$ cat src/rtl/vga_pkg.sv
// Shared timing defaults, counter width and recovery FSM states for the VGA sync receiver.
package vga_pkg;

  localparam int CNT_W         = 11;
  localparam int H_ACT_OFS_DEF = 144;
  localparam int H_ACT_DEF     = 640;
  localparam int V_ACT_OFS_DEF = 34;
  localparam int V_ACT_DEF     = 480;
  localparam int TIMEOUT_DEF   = 4096;

  localparam logic [CNT_W-1:0] CNT_MAX = '1;

  typedef enum logic [1:0] {
    SEARCH,
    MEASURE,
    LOCKED
  } rx_state_e;

  function automatic logic [CNT_W-1:0] sat_inc(input logic [CNT_W-1:0] v);
    return (v == CNT_MAX) ? v : v + 1'b1;
  endfunction

endpackage

$ cat src/rtl/vga_sync_edge.sv
// Edge detector for one active-low sync line; VGA_SYNC_RX_META_EN inserts a
// 2-flop synchronizer (idle high) ahead of the history flop.
module vga_sync_edge #(
  parameter bit RISING = 1'b0
) (
  input  logic clk,
  input  logic reset,
  input  logic i_sync,
  output logic o_edge
);

  logic cur;
  logic hist_q, hist_d;

`ifdef VGA_SYNC_RX_META_EN
  logic meta_q, meta_d;
  logic sync_q, sync_d;

  always_comb begin
    meta_d = i_sync;
    sync_d = meta_q;
  end

  always_ff @(posedge clk or posedge reset) begin
    if (reset) begin
      meta_q <= 1'b1;
      sync_q <= 1'b1;
    end else begin
      meta_q <= meta_d;
      sync_q <= sync_d;
    end
  end

  assign cur = sync_q;
`else
  assign cur = i_sync;
`endif

  always_comb hist_d = cur;

  // NOTE: sequential state uses <= so every flop samples pre-edge values.
  always_ff @(posedge clk or posedge reset) begin
    if (reset) hist_q <= 1'b1;
    else       hist_q <= hist_d;
  end

  assign o_edge = RISING ? (~hist_q & cur) : (hist_q & ~cur);

endmodule

$ cat src/rtl/vga_sync_rx.sv
// VGA timing recovery: rebuilds pixel/line counters from HSYNC/VSYNC, measures
// line/frame length and reports lock. Define VGA_SYNC_RX_META_EN for async sources.
module vga_sync_rx
  import vga_pkg::*;
#(
  parameter int H_ACT_OFS = H_ACT_OFS_DEF,
  parameter int H_ACT     = H_ACT_DEF,
  parameter int V_ACT_OFS = V_ACT_OFS_DEF,
  parameter int V_ACT     = V_ACT_DEF,
  parameter int TIMEOUT   = TIMEOUT_DEF
) (
  input  logic        clk,
  input  logic        reset,
  input  logic        i_hs,
  input  logic        i_vs,
  output logic [9:0]  o_x,
  output logic [9:0]  o_y,
  output logic        o_active,
  output logic        o_locked,
  output logic        o_frame_start,
  output logic [10:0] o_h_total,
  output logic [10:0] o_v_total
);

  localparam int TMO_W = $clog2(TIMEOUT + 1);
  localparam logic [TMO_W-1:0] TMO_LIM = TMO_W'(TIMEOUT);
  localparam logic [CNT_W-1:0] H_LO = CNT_W'(H_ACT_OFS);
  localparam logic [CNT_W-1:0] H_HI = CNT_W'(H_ACT_OFS + H_ACT - 1);
  localparam logic [CNT_W-1:0] V_LO = CNT_W'(V_ACT_OFS);
  localparam logic [CNT_W-1:0] V_HI = CNT_W'(V_ACT_OFS + V_ACT - 1);

  logic hs_fall, vs_rise;

  vga_sync_edge #(.RISING(1'b0)) u_hs_edge (
    .clk    (clk),
    .reset  (reset),
    .i_sync (i_hs),
    .o_edge (hs_fall)
  );

  vga_sync_edge #(.RISING(1'b1)) u_vs_edge (
    .clk    (clk),
    .reset  (reset),
    .i_sync (i_vs),
    .o_edge (vs_rise)
  );

  logic [CNT_W-1:0] h_cnt_q, h_cnt_d, v_cnt_q, v_cnt_d;
  logic [CNT_W-1:0] h_total_q, h_total_d, v_total_q, v_total_d;
  logic [TMO_W-1:0] tmo_q, tmo_d;
  rx_state_e        state_q, state_d;
  logic [1:0]       frames_ok_q, frames_ok_d;
  logic             mismatch_q, mismatch_d;
  logic             locked_q, locked_d;
  logic             frame_start_q, frame_start_d;

  logic tmo_hit, line_err, frame_ok;

  assign tmo_hit  = (tmo_q == TMO_LIM);
  // The first line after a frame start is excluded: it straddles the frame boundary.
  assign line_err = hs_fall & ~vs_rise & (v_cnt_q != '0) & ((h_cnt_q + 1'b1) != h_total_q);
  assign frame_ok = ((v_cnt_q + 1'b1) == v_total_q);

  always_comb begin
    // NOTE: every _d gets a default before any branch, so no path infers a latch.
    h_cnt_d       = hs_fall ? '0 : sat_inc(h_cnt_q);
    h_total_d     = hs_fall ? h_cnt_q + 1'b1 : h_total_q;
    v_cnt_d       = v_cnt_q;
    v_total_d     = v_total_q;
    tmo_d         = hs_fall ? '0 : (tmo_hit ? tmo_q : tmo_q + 1'b1);
    frame_start_d = vs_rise;
    state_d       = state_q;
    frames_ok_d   = frames_ok_q;
    mismatch_d    = mismatch_q;

    // A coincident HSYNC edge is already counted by the +1 below.
    if (vs_rise) begin
      v_cnt_d   = '0;
      v_total_d = v_cnt_q + 1'b1;
    end else if (hs_fall) begin
      v_cnt_d = sat_inc(v_cnt_q);
    end

    if (tmo_hit) begin
      state_d     = SEARCH;
      frames_ok_d = '0;
      mismatch_d  = 1'b0;
    end else begin
      unique case (state_q)
        SEARCH: begin
          if (vs_rise) begin
            state_d     = MEASURE;
            frames_ok_d = '0;
            mismatch_d  = 1'b0;
          end
        end
        MEASURE: begin
          if (line_err) mismatch_d = 1'b1;
          if (vs_rise) begin
            mismatch_d = 1'b0;
            if (!mismatch_q && frame_ok) begin
              frames_ok_d = frames_ok_q + 1'b1;
              if (frames_ok_q == 2'd1) state_d = LOCKED;
            end else begin
              frames_ok_d = '0;
            end
          end
        end
        LOCKED: begin
          mismatch_d = line_err;
          if (line_err || (vs_rise && !frame_ok)) begin
            state_d     = MEASURE;
            frames_ok_d = '0;
          end
        end
        default: state_d = SEARCH;
      endcase
    end

    locked_d = (state_d == LOCKED);
  end

  always_ff @(posedge clk or posedge reset) begin
    if (reset) begin
      h_cnt_q       <= '0;
      v_cnt_q       <= '0;
      h_total_q     <= '0;
      v_total_q     <= '0;
      tmo_q         <= '0;
      state_q       <= SEARCH;
      frames_ok_q   <= '0;
      mismatch_q    <= 1'b0;
      locked_q      <= 1'b0;
      frame_start_q <= 1'b0;
    end else begin
      h_cnt_q       <= h_cnt_d;
      v_cnt_q       <= v_cnt_d;
      h_total_q     <= h_total_d;
      v_total_q     <= v_total_d;
      tmo_q         <= tmo_d;
      state_q       <= state_d;
      frames_ok_q   <= frames_ok_d;
      mismatch_q    <= mismatch_d;
      locked_q      <= locked_d;
      frame_start_q <= frame_start_d;
    end
  end

  logic h_in, v_in;

  assign h_in          = (h_cnt_q >= H_LO) && (h_cnt_q <= H_HI);
  assign v_in          = (v_cnt_q >= V_LO) && (v_cnt_q <= V_HI);
  assign o_x           = h_in ? 10'(h_cnt_q - H_LO) : '0;
  assign o_y           = v_in ? 10'(v_cnt_q - V_LO) : '0;
  assign o_active      = h_in & v_in & locked_q;
  assign o_locked      = locked_q;
  assign o_frame_start = frame_start_q;
  assign o_h_total     = h_total_q;
  assign o_v_total     = v_total_q;

endmodule

$ cat config.mk
export PLATFORM = sky130hd
export DESIGN_NAME = vga_sync_rx
export DESIGN_NICKNAME = d
export VERILOG_FILES = /design/src/rtl/vga_pkg.sv /design/src/rtl/vga_sync_edge.sv /design/src/rtl/vga_sync_rx.sv
export SDC_FILE = /design/constraint.sdc
export NUM_CORES = 1
export LEC_CHECK = 0
export CAP_MARGIN = 20
export CORE_MARGIN = 2
export CORE_UTILIZATION = 45
export CTS_BUF_LIST = sky130_fd_sc_hd__clkbuf_8
export DETAILED_ROUTE_END_ITERATION = 8
export GPL_TIMING_DRIVEN = 1
export PLACE_DENSITY = 0.74
export SLEW_MARGIN = 20
export SYNTH_ARGS = -nofsm -noshare
export SYNTH_HDL_FRONTEND = slang
export SYNTH_SLANG_ARGS = --single-unit
$ cat constraint.sdc
create_clock -name clk -period 5.8 [get_ports clk]
set_input_delay 0.87 -clock clk [delete_from_list [all_inputs] [get_ports clk]]
set_output_delay 0.87 -clock clk [all_outputs]
set_load 0.02 [all_outputs]
==> results of run 1 <==
power groups by stage:
| stage | Combinational, W | Clock [W] | Sequential (W) |
|---|---|---|---|
| after CTS | 0.000386 | 0.000487 | 0.000594 |
| after floorplan | 0.000282 | 0 | 0.000588 |
| after detailed placement | 0.000381 | 0 | 0.000602 |
| after global routing | 0.000429 | 0.000506 | 0.000604 |
| final | 0.000383 | 0.000478 | 0.000593 |
| after global placement | 0.000366 | 0 | 0.000597 |
cell usage after synthesis (10+ instances only):
master / instances / area [um2]
nand3_1: 10 / 50.1
nor3_1: 13 / 65.1
xnor2_1: 36 / 315
xor2_1: 22 / 193
o21ai_0: 32 / 160
clkbuf_1: 20 / 75.1
nor2_1: 68 / 255
a21oi_1: 23 / 115
nand2_1: 58 / 218
dfrtp_1: 64 / 1600
ha_1: 20 / 250
inv_1: 25 / 93.8
cell usage in the layout, fill, tap and decap left out, drive strengths merged, types with 3 or more instances in the layout:
| cell type | n |
|---|---|
| clkbuf | 9 |
| nor2 | 70 |
| a21oi | 23 |
| bufinv | 3 |
| o21ai | 33 |
| o31ai | 3 |
| nand2b | 5 |
| clkinvlp | 3 |
| mux2i | 5 |
| nand3 | 11 |
| nand2 | 59 |
| o31a | 3 |
| or3 | 7 |
| o211ai | 3 |
| inv | 25 |
| nand4 | 9 |
| ha | 20 |
| xnor2 | 36 |
| dfrtp | 64 |
| and3b | 3 |
| xor2 | 22 |
| nor3 | 16 |
| clkdlybuf4s50 | 48 |
| nor4 | 6 |
| and2b | 3 |
| nor3b | 5 |
| a2111oi | 3 |
| and2 | 4 |
| a31oi | 6 |
| and3 | 4 |
sequential cells by signal, summed over array words and instances (netlist names):
register,cells
u_vs_edge.hist_q,1
h_cnt_q,11
o_h_total,11
v_cnt_q,11
u_hs_edge.hist_q,1
o_v_total,11
mismatch_q,1
o_frame_start,1
frames_ok_q,2
state_q,2
tmo_q,13
o_locked,1
cell families (layout without fill, tap and decap cells):
group / Yosys count / after routing / share of synthesized area, %
multiplexers: 5 / 5 / 1.13
adder cells (fa/ha/maj): 20 / 20 / 5.67
XOR/XNOR: 59 / 59 / 12.0
AND/OR/NAND/NOR: 213 / 213 / 24.6
AO/OA/AOI/OAI: 92 / 92 / 13.8
buffers and inverters: 57 / 91 / 5.30
flip-flops: 66 / 66 / 37.5
routing by layer:
metal / part of all wire, % / routed length [um] / GRT usage, %
met2: 50 / 5100 / 35.5
met5: 0 / 0 / 0
met4: 0.91 / 93 / 6.48
met3: 3.8 / 388 / 4.61
met1: 46 / 4670 / 27.3
path summary, 6_finish.rpt:
check / start / to / slack (ns) / depth (start not counted)
min in group asynchronous: reset / tmo_q[9]$_DFFE_PP0P_ / 1.09 / 3
setup reg to reg: h_cnt_q[0]$_DFFE_PP0P_ / frames_ok_q[0]$_DFFE_PP0P_ / 2.59 / 9
setup / recovery: h_cnt_q[0]$_DFFE_PP0P_ / o_x[7] / 1.80 / 7
hold / removal: frames_ok_q[1]$_DFFE_PP0P_ / frames_ok_q[1]$_DFFE_PP0P_ / 0.53 / 2
hold reg to reg: frames_ok_q[1]$_DFFE_PP0P_ / frames_ok_q[1]$_DFFE_PP0P_ / 0.53 / 2
max in group asynchronous: reset / o_h_total[6]$_DFFE_PP0P_ / 4.16 / 3
final cells by class:
cell class / count / area (um2) / area share, %
clock buffer: 9 / 124 / 2.39
clock inverter: 7 / 118 / 2.27
inverter: 25 / 93.8 / 1.81
multi-input combinational: 389 / 2530 / 48.8
sequential: 66 / 1650 / 31.9
tap: 133 / 166 / 3.21
timing repair buffer: 50 / 495 / 9.57
worst register-to-register path, delay by kind of cell, from the launching register on:
family / cells / cell delay, ns
compound gates: 3 / 1.05
xor+xnor: 1 / 0.16
fa+ha+maj: 1 / 0.35
mux: 1 / 0.18
flops: 1 / 0.50
simple gates: 3 / 0.84
stage by stage:
step           total power [W]  cell area (um2)  instances
5_1_grt                0.00154             5180        679
2_1_floorplan         0.000870             4410        512
6_report               0.00145             5180        679
4_1_cts                0.00147             5180        679
3_5_place_dp          0.000983             4940        663
3_3_place_gp          0.000963             4940        663
==> results.json, run 1 <==
{
  "leakage_nw": 2.15,
  "start_util_pct": 45.8,
  "post_cts_resize_count": 0,
  "cts_setup_buffers": 0,
  "detail-route-antenna-nets": 0,
  "crit_buf_inv": 1,
  "cts_buffers": 9,
  "path_cells": "ha_1, and3_1, a32oi_1, o311a_1, a311o_1, nor3_1, clkdlybuf4s50_1",
  "critPathKind": "flip-flop to primary output",
  "slowest_delay_ns": 0.63,
  "clkPwrFrac_pct": 32.9,
  "tightest_slew_ns": 0.840,
  "holdBufCountCts": 0,
  "syn_inst": 512,
  "grt_overflow": 0,
  "routedWlPerCell_um": 15.1,
  "drtPass1Iterations": 5,
  "drt_iter0_drc": 153,
  "critPathCaptureType": "primary output",
  "rsz0062_at_grt": "false",
  "antenna_cells": 0,
  "cp_data_arrival_time_ns": 3.13,
  "worstPathRequired_ns": 4.93,
  "ys_ff_latch": 66,
  "antenna_found_initial": 0,
  "timing.final.ws_setup_ns": 1.80,
  "grt_pass1_wl_mm": 17.6,
  "fp.dieH_um": 103,
  "clk_pin_slew_ns": 0.07,
  "first_global_vias": 3677,
  "cts_root_buf": "clkbuf_8",
  "fp.coreArea_um2": 9640,
  "dieArea_um2": 10600,
  "routed_wl_mm": 10.2,
  "grt_max_degree": 67,
  "outcome": "completed",
  "ys.flop_type": "dfrtp_1",
  "whs_ns": 0.531,
  "grt_usage_pct": 21.1,
  "clkLatencyLatePin_ns": 0.35,
  "relSlewSlack_pct": 44.0,
  "synthDistinctLibCells": 69,
  "syn_to_final_growth_pct": 17.4,
  "cap_violations": 0,
  "path_delay_family": "compound AO/OA/AOI/OAI gates",
  "pwr-share-comb_pct": 26.3,
  "seqPwrFrac_pct": 40.8,
  "final_nets": 565,
  "p_sw_share_pct": 33.5,
  "clock-sinks": 66,
  "peakVddDrop_mv": 0.190,
  "rows": 36,
  "route.vias.total": 3651,
  "skew_ns": 0.00691,
  "async_flop_share_pct": 100,
  "dp_hpwl_mm": 7.24,
  "top_level_ports": 49,
  "htreeDepth": 3,
  "setup_viol": 0,
  "drive_gt1_share_pct": 6.96,
  "drv_slew": 0,
  "p_per_area_nw_per_um2": 281,
  "ys_seq_area_share_pct": 37.5,
  "io_buffer_count": 48,
  "hold_path.class": "flip-flop to flip-flop",
  "internal_power_w": 0.000968,
  "num-fill-cells": 893,
  "synth_edf_count": 0,
  "setup_tns_ns": 0,
  "syn_nets": 536,
  "syn_area_um2": 4410,
  "timing.final.crit_share_pct": 69.0,
  "gp_congestion": 0.894,
  "critPathLaunchType": "flip-flop",
  "path_max_fanout": 11,
  "power_switching_w": 0.000487,
  "cpMaxStageDelayCell": "clkdlybuf4s50_1",
  "fin_util_pct": 53.7,
  "finalHoldViolCount": 0,
  "cts_tree": "yes",
  "place_ws_ns": 2.16,
  "die_w_um": 103,
  "ys_warn_count": 0,
  "drc": 0,
  "syn_avg_cell_area_um2": 8.62,
  "routed_via_density": 5.38,
  "period_needed_ns": 4.00,
  "cts.path.max_buffers": 2,
  "fmax_mhz": 250
}
Note: power is estimated with default switching activity, not from simulation.
==> run 2, diff against run 1 <==
--- a/config.mk
+++ b/config.mk
@@ -11,7 +11,7 @@
 export CTS_BUF_LIST = sky130_fd_sc_hd__clkbuf_8
 export DETAILED_ROUTE_END_ITERATION = 8
 export GPL_TIMING_DRIVEN = 1
-export PLACE_DENSITY = 0.74
+export PLACE_DENSITY = 0.77
 export SLEW_MARGIN = 20
 export SYNTH_ARGS = -nofsm -noshare
 export SYNTH_HDL_FRONTEND = slang
==> constraint.sdc (replaced) <==
create_clock -name clk -period 3.57 [get_ports clk]
set_input_delay 0.5355 -clock clk [delete_from_list [all_inputs] [get_ports clk]]
set_output_delay 0.5355 -clock clk [all_outputs]
set_load 0.02 [all_outputs]
==> results.json, run 2 (synthesized netlist as in run 1, its figures left out) <==
{
  "fp.coreArea_um2": 9640,
  "dieArea_um2": 10600,
  "cp_data_arrival_time_ns": 2.81,
  "critPathLaunchType": "flip-flop",
  "grt_usage_pct": 20.1,
  "clk_pin_slew_ns": 0.08,
  "routed_via_density": 5.44,
  "top_register": "tmo_q",
  "drtPass1Iterations": 4,
  "final_common_cell": "nor2_1",
  "drt_iter0_drc": 231,
  "die_w_um": 103,
  "hold_path.class": "flip-flop to flip-flop",
  "finalHoldViolCount": 0,
  "worstPathRequired_ns": 3.03,
  "final_nets": 573,
  "start_util_pct": 45.8,
  "clock-sinks": 66,
  "final_cell_mix": "nor2_1, dfrtp_1, nand2_1, xnor2_1, clkdlybuf4s50_1",
  "htreeDepth": 3,
  "cap_violations": 0,
  "critPathKind": "flip-flop to primary output",
  "route.met3.wl_um": 361,
  "setup_viol": 0,
  "cts_tree": "yes",
  "skew_ns": 0.0115,
  "period_needed_ns": 3.34,
  "cts_buffers": 9,
  "relSlewSlack_pct": 43.6,
  "first_global_vias": 3486,
  "timing.final.crit_share_pct": 93.7,
  "routedWlPerCell_um": 14.7,
  "grt_overflow": 0,
  "path_max_fanout": 11,
  "fmax_mhz": 299,
  "cts_setup_buffers": 0,
  "m1WireLength_mm": 4.52,
  "largest_reg_flops": 13,
  "num-fill-cells": 886,
  "p_per_area_nw_per_um2": 435,
  "gp_congestion": 0.917,
  "highest_layer": "met4",
  "rsz0062_at_grt": "false",
  "route.vias.total": 3735,
  "rows": 36,
  "grt_max_degree": 67,
  "grt_pass1_wl_mm": 16.8,
  "drv_slew": 0,
  "tightest_slew_ns": 0.846,
  "syn_to_final_growth_pct": 19.2,
  "routed_wl_mm": 10.1,
  "dp_hpwl_mm": 7.19,
  "io_buffer_count": 48,
  "detail-route-antenna-nets": 0,
  "antenna_cells": 0,
  "peakVddDrop_mv": 0.301,
  "drive_gt1_share_pct": 9.39,
  "cts_root_buf": "clkbuf_8",
  "leakage_nw": 2.41,
  "outcome": "completed",
  "drc": 0,
  "antenna_found_initial": 0,
  "fp.dieH_um": 103,
  "holdBufCountCts": 0,
  "critPathCaptureType": "primary output",
  "cts.path.max_buffers": 2,
  "clkLatencyLatePin_ns": 0.35,
  "setup_tns_ns": 0,
  "power.total_w": 0.00229,
  "wl_met2_mm": 5.10,
  "top_level_ports": 49
}
[run 2: what timing repair did]
action,in CTS,in global routing
endpoints found under the hold margin,0,0
gates resized for setup,2,17
pin swaps,0,0
setup endpoints to repair,11,21
[run 2: worst max-delay path, cell delays in order, from the launching register on]
cell and delay (ns):
dfrtp_2 0.47, inv_1 0.14, ha_1 0.25, nand2_1 0.11, o21ai_0 0.09, a21oi_1 0.17
a31oi_1 0.05, or2_2 0.40, a21oi_1 0.16, clkdlybuf4s50_1 0.62
[run 2: layout make-up]
cell class | count | area (um2) | share of cell area, %
multi-input combinational | 389 | 2540 | 48.2
tap | 133 | 166 | 3.16
clock inverter | 6 | 81.3 | 1.55
sequential | 66 | 1660 | 31.5
timing repair buffer | 58 | 586 | 11.1
inverter | 25 | 93.8 | 1.78
clock buffer | 10 | 138 | 2.62
[run 2: worst paths after layout]
check	to	slack, ns	from	cells past startpoint
max in group asynchronous	v_cnt_q[2]$_DFFE_PP0P_	2.22	reset	3
hold / removal	o_h_total[1]$_DFFE_PP0P_	0.53	o_h_total[1]$_DFFE_PP0P_	2
hold reg to reg	o_h_total[1]$_DFFE_PP0P_	0.53	o_h_total[1]$_DFFE_PP0P_	2
setup / recovery	o_y[9]	0.23	v_cnt_q[2]$_DFFE_PP0P_	9
min in group asynchronous	tmo_q[9]$_DFFE_PP0P_	0.77	reset	3
setup reg to reg	frames_ok_q[0]$_DFFE_PP0P_	0.50	h_cnt_q[4]$_DFFE_PP0P_	9
[run 2: layer usage]
metal | track usage, % | up-vias
met3 | 4.61 | 9
met2 | 34.6 | 80
met1 | 25.8 | 1825
met5 | 0 | -
li1 | - | 1821
met4 | 4.86 | 0
[run 2: power breakdown]
group          total (W)  internal (W)  switching [W]
registers       0.000967      0.000834       0.000133
logic           0.000623      0.000283       0.000341
clock network   0.000698      0.000407       0.000291
total            0.00229       0.00152       0.000765
[run 2: through the flow]
step | utilization, % | cell area (um2) | hold slack, ns | cells | setup WS, ns
3_3_place_gp | 51.8 | 5000 | 0.507 | 671 | 0.355
3_5_place_dp | 51.8 | 5000 | 0.519 | 671 | 0.264
4_1_cts | 54.1 | 5220 | 0.537 | 687 | 0.0108
6_report | 54.6 | 5260 | 0.532 | 687 | 0.226
5_1_grt | 54.6 | 5260 | 0.567 | 687 | 0.0442
2_1_floorplan | - | 4410 | 0.486 | 512 | 0.737
